[config.mk]
export PLATFORM = sky130hd
export DESIGN_NAME = serial_adder
export DESIGN_NICKNAME = d
export VERILOG_FILES = /design/src/rtl/serial_adder.sv
export SDC_FILE = /design/constraint.sdc
export NUM_CORES = 1
export LEC_CHECK = 0
export CAP_MARGIN = 15
export CORE_ASPECT_RATIO = 2
export CORE_MARGIN = 5
export CORE_UTILIZATION = 53
export DETAILED_ROUTE_END_ITERATION = 16
export PLACE_DENSITY = 0.88
export SYNTH_ARGS = -nofsm -noshare
export SYNTH_HDL_FRONTEND = slang
export SYNTH_SLANG_ARGS = --single-unit
[constraint.sdc]
create_clock -name clk -period 2.1 [get_ports clk]
set_input_delay 0.42 -clock clk [delete_from_list [all_inputs] [get_ports clk]]
set_output_delay 0.42 -clock clk [all_outputs]
set_load 0.005 [all_outputs]
[src/rtl/serial_adder.sv]
// Bit-serial adder: sum = a + b + cin (mod 2^WIDTH), one bit per clock, LSB first.
// Latency: out_valid rises WIDTH+1 edges after the accepting edge (accept + WIDTH RUN edges).
// Backpressure: result held in DONE until out_ready; in_ready low from accept until back in IDLE.
//
// Ports:
//   clk, rst             sole clock; asynchronous active-high reset
//   in_valid / in_ready  operand handshake (a, b, cin sampled only while IDLE)
//   a, b, cin            operands and carry-in for bit 0
//   out_valid/out_ready  result handshake; sum, cout (and ovf) held while out_valid
//   sum, cout            registered result and carry out of bit WIDTH-1
//   ovf                  two's-complement overflow, present only with SERIAL_ADDER_OVF_EN defined
//
// Optional feature macro: SERIAL_ADDER_OVF_EN (adds the ovf output and its register).

// One-bit full-adder cell used for every bit position of the serial sum.
module fa (
    input  logic x,
    input  logic y,
    input  logic ci,
    output logic s,
    output logic co
);
    assign s  = x ^ y ^ ci;
    assign co = (x & y) | (ci & (x ^ y));
endmodule

module serial_adder #(
    parameter int WIDTH = 8
) (
    input  logic             clk,
    input  logic             rst,
    input  logic             in_valid,
    output logic             in_ready,
    input  logic [WIDTH-1:0] a,
    input  logic [WIDTH-1:0] b,
    input  logic             cin,
    output logic             out_valid,
    input  logic             out_ready,
    output logic [WIDTH-1:0] sum,
    output logic             cout
`ifdef SERIAL_ADDER_OVF_EN
    ,
    output logic             ovf
`endif
);
    // Counter must be able to hold WIDTH itself so the final increment never wraps.
    localparam int CNT_W = $clog2(WIDTH + 1);

    typedef enum logic [1:0] {
        IDLE = 2'd0,
        RUN  = 2'd1,
        DONE = 2'd2
    } state_t;

    state_t             state;
    state_t             state_nxt;
    logic [WIDTH-1:0]   a_sr;
    logic [WIDTH-1:0]   b_sr;
    logic               carry;
    logic [CNT_W-1:0]   cnt;
    logic               last_bit;
    logic               fa_s;
    logic               fa_co;
    logic [WIDTH-1:0]   sum_shift;

    assign last_bit = (cnt == CNT_W'(WIDTH - 1));

    fa u_fa (
        .x  (a_sr[0]),
        .y  (b_sr[0]),
        .ci (carry),
        .s  (fa_s),
        .co (fa_co)
    );

    // Sum bits enter at the MSB so that after WIDTH shifts bit 0 lands at sum[0].
    generate
        if (WIDTH == 1) begin : g_w1
            assign sum_shift = fa_s;
        end else begin : g_wn
            assign sum_shift = {fa_s, sum[WIDTH-1:1]};
        end
    endgenerate

    always_ff @(posedge clk or posedge rst) begin
        if (rst) begin
            state <= IDLE;
        end else begin
            state <= state_nxt;
        end
    end

    always_comb begin
        state_nxt = state;
        case (state)
            IDLE:    if (in_valid)  state_nxt = RUN;
            RUN:     if (last_bit)  state_nxt = DONE;
            DONE:    if (out_ready) state_nxt = IDLE;
            default:                state_nxt = IDLE;
        endcase
    end

    // Handshake outputs are flops loaded from the next state, so they track the
    // state register exactly without any combinational path from the inputs.
    always_ff @(posedge clk or posedge rst) begin
        if (rst) begin
            in_ready  <= 1'b1;
            out_valid <= 1'b0;
        end else begin
            in_ready  <= (state_nxt == IDLE);
            out_valid <= (state_nxt == DONE);
        end
    end

    always_ff @(posedge clk or posedge rst) begin
        if (rst) begin
            a_sr  <= '0;
            b_sr  <= '0;
            carry <= 1'b0;
            cnt   <= '0;
            sum   <= '0;
            cout  <= 1'b0;
        end else begin
            case (state)
                IDLE: begin
                    if (in_valid) begin
                        a_sr  <= a;
                        b_sr  <= b;
                        carry <= cin;
                        cnt   <= '0;
                    end
                end
                RUN: begin
                    a_sr  <= a_sr >> 1;
                    b_sr  <= b_sr >> 1;
                    carry <= fa_co;
                    cnt   <= cnt + CNT_W'(1);
                    sum   <= sum_shift;
                    if (last_bit) begin
                        cout <= fa_co;
                    end
                end
                default: begin
                end
            endcase
        end
    end

`ifdef SERIAL_ADDER_OVF_EN
    // On the MSB cycle the carry flop holds the carry into the MSB; overflow is
    // that carry disagreeing with the carry out.
    always_ff @(posedge clk or posedge rst) begin
        if (rst) begin
            ovf <= 1'b0;
        end else if (state == RUN && last_bit) begin
            ovf <= carry ^ fa_co;
        end
    end
`endif

endmodule

==> summary.md, run 1 <==
| Metric | Value |
|---|---|
| Outcome | `completed` |
| Final Core Density | `about 70%` |
| CTS Buf Count | `5` |
| CTS tree | `done` |
| Drc violations | `0` |
| Register clock-pin slew on the reported worst setup and hold paths | `~0.070 ns` |
| Worst hold path class | `reg2reg` |
| Final hold violations | `0` |
| Share of post-route cells with drive strength above 1 | `15.25%` |
| Internal reg-to-reg setup slack | `0.58 ns` |
| Detailed Place HPWL | `2.310 mm` |
| Total Routing Usage GR | `17.67%` |
| Critical Path RT | `approximately 1.7 ns` |
| H-Tree Depth | `2` |
| GRT overflow | `0` |
| Detailed Routing Iterations Pass 1 | `4` |
| Routed wire length | `3.085 mm` |
| Max-slew violations | `0` |
| Pwr dens | `~1300 nW/um2` |
| Min Tclk post-route | `1.707 ns` |
| Routed length per instance | `14.98 um` |
| Syn_area_per_cell | `10.71 um2` |
| Worst clock skew | `0.006766 ns` |
| Sequential share of the synthesized area | `56.00%` |
| RSZ-0062 raised after global routing | `false` |
| Crit end category | `output port` |
| DR vias | `1187` |
| WHS Path Cells | `2` |
| N_diodes | `0` |
| # resized after CTS | `0` |
| Post-route ant nets | `0` |
| Number of non-filler instances in the completed layout | `between 200 and 250` |
| Buf/Inv on CP | `1` |
| Final Wtd Congestion | `a little over 0.7` |
| Initial antenna violation count | `0` |
| Crit Path Max Fanout | `1` |
| Port-buffer cells | `31` |
| Die W | `47.89 um` |
| Slowest-stage cell, CP | `dfstp_2` |
| Placed cell count | `between 150 and 200` |
| Hold_sp | `sum[0]` |
| Clk buf depth | `2` |
| Clock insertion delay at the later pin of the skew report | `between 0.2 and 0.3 ns` |
| Post-DP Area | `1847 um2` |
| Boundary Pins | `32` |
| Final setup violation count | `0` |
| Clock root buffer | `clkbuf_8` |
| Nets | `just under 200` |
| Post-CTS setup buffers | `0` |
| Largest net degree at the start of global routing | `35` |
| Crit path max-delay family | `flip-flops` |
| Number of global-route vias before repair | `1189` |
| Worst r2r path cells | `3` |
| Crit Reg-Reg Endpoint | `cnt[3]` |
| Syn Inst Count | `142` |
| Mapped Area | `1521 um2` |
| Crit path DAT | `1.29 ns` |
| Max Cap Viol | `0` |
| Fmax | `585.8 MHz` |
| Synthesized flop and latch total | `34` |
| Synthesis Warnings | `0` |
| Die Ht | `85.77 um` |
| Initial core utilization | `between 50% and 60%` |
| CTS Hold Buffers Added | `0` |
| Fin crit share | `between 80% and 90%` |
| Critical Path Start Type | `register` |
| Post-Synthesis Net Count | `165` |
| Pwr Total | `roughly 2.4 mW` |
| First-pass GRT wire length | `5.244 mm` |
| Worst VDD drop | `0.8553 mV` |
| Worst path max stage delay | `0.51 ns` |
| Core box area | `2770 um2` |
| Worst rel slew slack | `62.15%` |
| Die ar. | `4107 um2` |
| Slew @ Worst Pin | `0.5666 ns` |
| P_leak | `0.8558 nW` |
| DR iter-0 viols | `28` |
| Crit path kind | `reg2out` |
| Cell area after layout | `1938 um2` |
| Final setup TNS | `0 ns` |
| Vias per std cell | `5.762` |
| Filler cells | `between 200 and 250` |
| # clock sinks | `34` |
| Distinct cells, synth | `25` |
| Hold EP | `sum[0]` |
| Site Rows | `27` |
| Reg2reg start | `state[0]` |
| Area Growth Syn to Fin | `27.38%` |
| CP Cell Sequence | `clkdlybuf4s50_1` |
-- worst max-delay path by stage --
stage | slack [ns] | end | start | cells after the start
final | 0.39 | in_ready | in_ready | 1
after global routing | 0.37 | in_ready | in_ready | 1
after CTS | 0.38 | in_ready | in_ready | 1
after detailed placement | 0.31 | a_sr[7] | in_valid | 5
after global placement | 0.39 | a_sr[7] | in_valid | 5
after floorplan | 0.90 | cout | cnt[0] | 4
-- flip-flops by register name (all words and copies together), names as in the netlist --
signal / cells
a_sr: 8
in_ready: 1
carry: 1
cnt: 4
state: 2
out_valid: 1
sum: 8
cout: 1
b_sr: 8
-- power by group --
group / leakage, nW / internal [mW] / switching, mW
logic: 0.368 / 0.458 / 0.406
clock network: 0.0482 / 0.264 / 0.221
registers: 0.439 / 0.890 / 0.204
total: 0.856 / 1.61 / 0.832
-- stage by stage --
stage / hold slack, ns / setup WS (ns)
global placement: 0.4591 / 0.3914
detailed placement: 0.4793 / 0.3149
finish: 0.4897 / 0.3931
global route: 0.5254 / 0.3671
CTS: 0.4984 / 0.3807
floorplan: 0.4500 / 0.8984
-- layout by cell type (no fill, tap or decap), types with 4 or more instances in the layout --
| cell type | n |
|---|---|
| a22o_1 | 4 |
| a22oi_1 | 5 |
| clkdlybuf4s50_1 | 31 |
| nand2_1 | 41 |
| dfrtp_1 | 33 |
| o21ai_1 | 13 |
| clkbuf_8 | 6 |
| a22oi_2 | 10 |
| buf_4 | 6 |
-- kinds of logic after synthesis --
family,after synthesis,share of synthesized area (%)
adder cells (fa/ha/maj),2,2.138
AO/OA/AOI/OAI,40,21.46
buffers and inverters,12,4.851
flip-flops,34,56.00
AND/OR/NAND/NOR,52,14.06
multiplexers,2,1.480
-- routing by layer --
metal	global-route usage (%)	up-vias	routed length, um
li1	-	559	-
met1	20.72	572	1133
met2	27.86	45	1678
met3	4.832	11	165
met4	9.314	0	108
met5	0	-	0
-- worst register-to-register path, stage by stage, from the launching register on --
cell and delay [ns]:
dfrtp_1 0.58, o21bai_4 0.54, nand2_1 0.14, o311ai_0 0.14
-- final cells by class --
type	instances	area, um2	share of cell area, %
repair buffers	37	355.3	18.33
flip-flops and latches	34	852.1	43.96
inverters	2	7.507	0.3873
clock buffers	7	86.33	4.454
clock inverters	1	5.005	0.2582
multi-input cells	96	595.6	30.73
well taps	29	36.28	1.872
-- Yosys cell counts --
cell type | n | area share, %
a22o_1 | 4 | 2.3
a22oi_1 | 5 | 2.5
a22oi_2 | 10 | 8.2
a41oi_1 | 1 | 0.58
buf_2 | 5 | 1.6
buf_4 | 2 | 0.99
buf_6 | 2 | 1.5
clkbuf_1 | 1 | 0.25
dfrtp_1 | 33 | 54
dfstp_2 | 1 | 1.7
fa_1 | 1 | 1.3
ha_1 | 1 | 0.82
inv_1 | 2 | 0.49
mux2_2 | 2 | 1.5
nand2_1 | 41 | 10
nand2b_1 | 2 | 0.82
nand3_1 | 2 | 0.66
nand3b_1 | 1 | 0.49
nor2_1 | 3 | 0.74
nor2b_1 | 3 | 1.2
o21ai_0 | 3 | 0.99
o21ai_1 | 13 | 4.3
o21bai_4 | 1 | 1.2
o22ai_1 | 2 | 0.82
o311ai_0 | 1 | 0.58
No activity file was read; power rests on OpenSTA's default activity.
==> run 2: changes to the inputs <==
CORE_UTILIZATION = 45   (was 53)
PLACE_DENSITY = 0.8   (was 0.88)
clock period = 1.5 ns   (was 2.1 ns; I/O delays follow)
==> run 2 against run 1 <==
Flip-flop and latch count unchanged. Core utilization down 9.4 points. Sequential power up 36%. Design area up 4.5%. Clock-buffer cell count unchanged. Sequential share of layout area down 1.9 points. Worst hold slack worse by 0.15 ns. Die area up 15%. Worst setup slack worse by 0.33 ns. Critical path type unchanged. Critical endpoint is now sum[6]. Highest routed layer unchanged.
==> summary.md, run 2 (synthesis gave the netlist of run 1 again) <==
| Metric | Value |
|---|---|
| Number of global-route vias before repair | `1193` |
| CP Launch Point | `sum[6]` |
| DR iter-0 viols | `24` |
| Initial core utilization | `45.54%` |
| Share of post-route cells with drive strength above 1 | `18.92%` |
| Area occupied by registers | `852.1 um2` |
| Max-slew violations | `0` |
| P_leak | `0.9781 nW` |
| Critical Path Sink | `sum[6]` |
| Clk buf depth | `2` |
| Die Ht | `92.23 um` |
| Worst clock skew | `0.007743 ns` |
| Number of non-filler instances in the completed layout | `approximately 220` |
| Fin crit share | `95.96%` |
| Worst VDD drop | `0.8868 mV` |
| CTS Hold Buffers Added | `0` |
| Clock insertion delay at the later pin of the skew report | `0.29 ns` |
| Final WS setup | `about 0.061 ns` |
| Critical Path Start Type | `register` |
| Internal | `2.304 mW` |
| Detailed Place HPWL | `approximately 2.4 mm` |
| Most common cell after layout, fill and taps aside | `nand2_1` |
| # clock sinks | `34` |
| Die W | `51.12 um` |
| Vias per std cell | `between 5 and 6` |
| Nets | `207` |
| Area Growth Syn to Fin | `33.06%` |
| Pre-CTS WS | `-0.1378 ns` |
| Die ar. | `between 4000 and 5000 um2` |
| Detailed Routing Iterations Pass 1 | `4` |
| Max Cap Viol | `0` |
| Psw | `1.193 mW` |
| Final Core Density | `60.60%` |
| Worst r2r path cells | `4` |
| Fmax | `694.7 MHz` |
| Site Rows | `30` |
| Internal reg-to-reg setup slack | `0.16 ns` |
| Largest net degree at the start of global routing | `35` |
| N_diodes | `0` |
| H-Tree Depth | `2` |
| Clock Power Share | `20.0%` |
| Filler cells | `286` |
| DR vias | `1167` |
| Initial antenna violation count | `0` |
| RSZ-0062 raised after global routing | `false` |
| Critical Path RT | `approximately 1.2 ns` |
| Total Routing Usage GR | `roughly 16%` |
| Switching part of the total | `34.11%` |
| Cell area after layout | `2024 um2` |
| Outcome | `completed` |
| Stages on the worst setup path | `1` |
| Area occupied by multi-input gates | `595.6 um2` |
| Core box area | `3341 um2` |
| Post-DP Area | `between 1500 and 2000 um2` |
| First-pass GRT wire length | `5.526 mm` |
| Worst rel slew slack | `65.61%` |
| Final setup violation count | `0` |
| Share of total power in combinational logic | `37.5%` |
| Crit path kind | `reg2out` |
| Most frequent cells in the layout | `41 x nand2_1, 33 x dfrtp_1, 24 x clkdlybuf4s50_1` |
| Drc violations | `0` |
| Flop pwr share | `42.5%` |
| GRT overflow | `0` |
| Min Tclk post-route | `1.439 ns` |
| Crit Path Max Fanout | `2` |
| Post-route ant nets | `0` |
| Pwr dens | `1727 nW/um2` |
| Crit path DAT | `1.14 ns` |
| Crit Reg-Reg Endpoint | `cout` |
| Reg2reg start | `cnt[0]` |
| Crit path max-delay family | `buffers and inverters` |
| Register clock-pin slew on the reported worst setup and hold paths | `0.07 ns` |
| Slew @ Worst Pin | `0.5145 ns` |
| Final setup TNS | `0 ns` |
| Crit end category | `output port` |
| Boundary Pins | `32` |
| Port-buffer cells | `31` |
| Clock root buffer | `clkbuf_8` |
| CTS tree | `done` |
| Worst path max stage delay | `0.50 ns` |
| Routed wire length | `3.263 mm` |
| Buf/Inv on CP | `1` |
| Final Wtd Congestion | `0.8272` |
| Largest registers | `a_sr: 8 flops, b_sr: 8 flops, sum: 8 flops` |
| Routed length per instance | `15.04 um` |
| Pwr Total | `3.496 mW` |
| CP Cell Sequence | `clkdlybuf4s50_1` |
| Placed cell count | `just over 200` |
| Worst hold path class | `in2async` |
| CTS Buf Count | `5` |
| Final hold violations | `0` |
| Slowest-stage cell, CP | `clkdlybuf4s50_1` |
| Hold Worst Slack | `0.3418 ns` |
==> run 2: changes by cell type in the layout (fill, tap and decap cells not counted) <==
cell / previous run / this run
buf_12: 0 / 1
clkdlybuf4s50_1: 31 / 24
dlygate4sd2_1: 0 / 2
dlymetal6s2s_1: 0 / 5
buf_4: 6 / 13
==> run 2: final cells by class <==
cell class                      count  area share (%)
Sequential cell                    34           42.09
Inverter                            2          0.3708
Clock inverter                      1          0.2472
Multi-Input combinational cell     96           29.42
Timing Repair Buffer               45           21.63
Clock buffer                        7           4.265
Tap cell                           32           1.978
==> run 2: routing by layer <==
| metal | up-vias | track usage [%] | wire (um) |
|---|---|---|---|
| met5 | - | 0 | 0 |
| met4 | 0 | 8.764 | 85 |
| met3 | 8 | 5.366 | 186 |
| met2 | 31 | 27.37 | 1860 |
| met1 | 556 | 16.47 | 1132 |
| li1 | 572 | - | - |
==> run 2: what timing repair did <==
| action | 4_1_cts | 5_1_grt |
|---|---|---|
| cloned | 0 | 0 |
| gates resized for setup | 2 | 5 |
| endpoints found under the setup margin | 2 | 7 |
| buffers inserted | 0 | 3 |
| endpoints found under the hold margin | 0 | 0 |
==> run 2: power groups by stage <==
stage	registers, mW	clock network, mW	logic, mW
after CTS	1.50	0.725	1.30
after detailed placement	1.52	0	1.31
final	1.48	0.700	1.31
after global placement	1.49	0	1.24
after global routing	1.53	0.767	1.47
after floorplan	1.46	0	0.827
==> run 2: worst min-delay path by stage <==
stage | start | endpoint | depth (start not counted)
after floorplan | a[7] | a_sr[7] | 1
after global placement | sum[0] | sum[0] | 2
after detailed placement | sum[0] | sum[0] | 2
after CTS | rst | sum[7] | 3
after global routing | rst | sum[7] | 3
final | rst | a_sr[1] | 3
==> run 3: changes to the inputs <==
CORE_UTILIZATION = 40   (was 45)
PLACE_DENSITY = 0.73   (was 0.8)
SETUP_SLACK_MARGIN = 0.15   (was default)
==> run 3 against run 2 <==
Clock power about the same. Core utilization fell by 2.4 points. Design area grew 4.9%. Flip-flop and latch count is the same. Maximum frequency is 9.8% higher. Highest routed layer unchanged.
==> summary.md, run 3 (synthesis gave the netlist of run 1 again) <==
| Metric | Value |
|---|---|
| Outcome | `completed` |
| Stages on the worst setup path | `1` |
| N_diodes | `0` |
| Worst r2r path cells | `4` |
| Final setup TNS | `0 ns` |
| CTS Hold Buffers Added | `0` |
| Worst VDD drop | `0.9330 mV` |
| RSZ-0062 raised after global routing | `true` |
| Pwr Total | `approximately 3.6 mW` |
| First-pass GRT wire length | `5.637 mm` |
| Post-route ant nets | `0` |
| Crit Reg-Reg Endpoint | `cout` |
| Slowest-stage cell, CP | `dfstp_2` |
| P_leak | `between 0.9 and 1 nW` |
| Worst rel slew slack | `between 80% and 90%` |
| Clock insertion delay at the later pin of the skew report | `0.28 ns` |
| Worst hold path class | `in2async` |
| Die ar. | `between 5000 and 6000 um2` |
| CTS Buf Count | `5` |
| Critical Path Sink | `in_ready` |
| Slew @ Worst Pin | `0.2658 ns` |
| Final hold violations | `0` |
| Number of global-route vias before repair | `1311` |
| Nets | `between 200 and 250` |
| Most common cell after layout, fill and taps aside | `nand2_1` |
| Initial antenna violation count | `0` |
| Crit end category | `output port` |
| Die W | `53.61 um` |
| Pwr dens | `1712 nW/um2` |
| Pre-CTS WS | `-0.07559 ns` |
| Worst path max stage delay | `0.51 ns` |
| Core box area | `between 3000 and 4000 um2` |
| Clk buf depth | `2` |
| Most frequent cells in the layout | `41 x nand2_1, 32 x dfrtp_1, 20 x clkdlybuf4s50_1` |
| Final Wtd Congestion | `0.7648` |
| Crit path max-delay family | `flip-flops` |
| Detailed Place HPWL | `roughly 2.5 mm` |
| Crit Path Max Fanout | `1` |
| Final setup violation count | `0` |
| Largest registers | `a_sr: 8 flops, b_sr: 8 flops, sum: 8 flops` |
| Fin crit share | `87.40%` |
| Register clock-pin slew on the reported worst setup and hold paths | `~0.070 ns` |
| Initial core utilization | `approximately two fifths` |
| CTS tree | `done` |
| Filler cells | `~320` |
| Max-slew violations | `0` |
| Clock root buffer | `clkbuf_8` |
| GRT overflow | `0` |
| Site Rows | `31` |
| Fmax | `between 700 and 800 MHz` |
| Crit path kind | `reg2out` |
| Boundary Pins | `32` |
| Die Ht | `97.22 um` |
| Hold Worst Slack | `0.3679 ns` |
| Buf/Inv on CP | `1` |
| DR iter-0 viols | `21` |
| Share of post-route cells with drive strength above 1 | `between 20% and 30%` |
| DR vias | `1228` |
| Max Cap Viol | `0` |
| H-Tree Depth | `2` |
| Largest net degree at the start of global routing | `35` |
| Worst clock skew | `0.005939 ns` |
| # clock sinks | `34` |
| Vias per std cell | `5.095` |
| Port-buffer cells | `31` |
| Drc violations | `0` |
| Critical Path RT | `1.20 ns` |
| Routed wire length | `3.367 mm` |
| Area Growth Syn to Fin | `39.56%` |
| CP Launch Point | `in_ready` |
| Reg2reg start | `cnt[1]` |
| Crit path DAT | `1.01 ns` |
| CP Cell Sequence | `dlygate4sd2_1` |
| Critical Path Start Type | `register` |
| Detailed Routing Iterations Pass 1 | `4` |
| Min Tclk post-route | `1.311 ns` |
| Total Routing Usage GR | `14.17%` |
| Final WS setup | `0.1889 ns` |
| Internal reg-to-reg setup slack | `0.20 ns` |
| Routed length per instance | `approximately 14 um` |
==> run 3: power breakdown <==
group / leakage [nW] / internal (mW) / switching, mW
clock network: 0.0482 / 0.370 / 0.326
registers: 0.439 / 1.25 / 0.251
logic: 0.492 / 0.776 / 0.664
==> run 3: worst min-delay path, cell delays in order <==
cell             delay [ns]
clkdlybuf4s50_1        0.40
inv_1                  0.09
buf_12                 0.21
==> run 3: layer usage <==
layer | routed length, um | track usage (%)
met1 | 1302 | 14.87
met2 | 1882 | 24.98
met3 | 149 | 4.455
met4 | 32 | 5.118
met5 | 0 | 0
==> run 3: area by class of cell <==
class	instances	area [um2]	area share, %
Clock buffer	7	86.33	4.066
Sequential cell	34	853.3	40.19
Tap cell	49	61.31	2.887
Multi-Input combinational cell	96	614.3	28.93
Inverter	2	7.507	0.3536
Timing Repair Buffer	52	495.5	23.34
Clock inverter	1	5.005	0.2357
==> run 3: worst min path at each step <==
stage	slack, ns	startpoint	endpoint
6_report	0.37	rst	a_sr[3]
5_1_grt	0.42	rst	a_sr[1]
3_3_place_gp	0.46	sum[0]	sum[0]
3_5_place_dp	0.48	sum[0]	sum[0]
4_1_cts	0.38	rst	b_sr[1]
2_1_floorplan	0.43	a[7]	a_sr[7]
==> run 3: what timing repair did <==
action	CTS	global route
endpoints found under the setup margin	16	3
pin swaps	0	2
cloned	0	0
gates resized for setup	14	4
buffers inserted	6	4
==> run 3: per-stage QoR <==
| step | cells | util, % | cell area [um2] |
|---|---|---|---|
| floorplan | 142 | - | 1521 |
| global route | 241 | 58.24 | 2123 |
| finish | 241 | 58.24 | 2123 |
| CTS | 237 | 56.86 | 2073 |
| detailed placement | 223 | 53.40 | 1947 |
| global placement | 223 | 53.40 | 1947 |
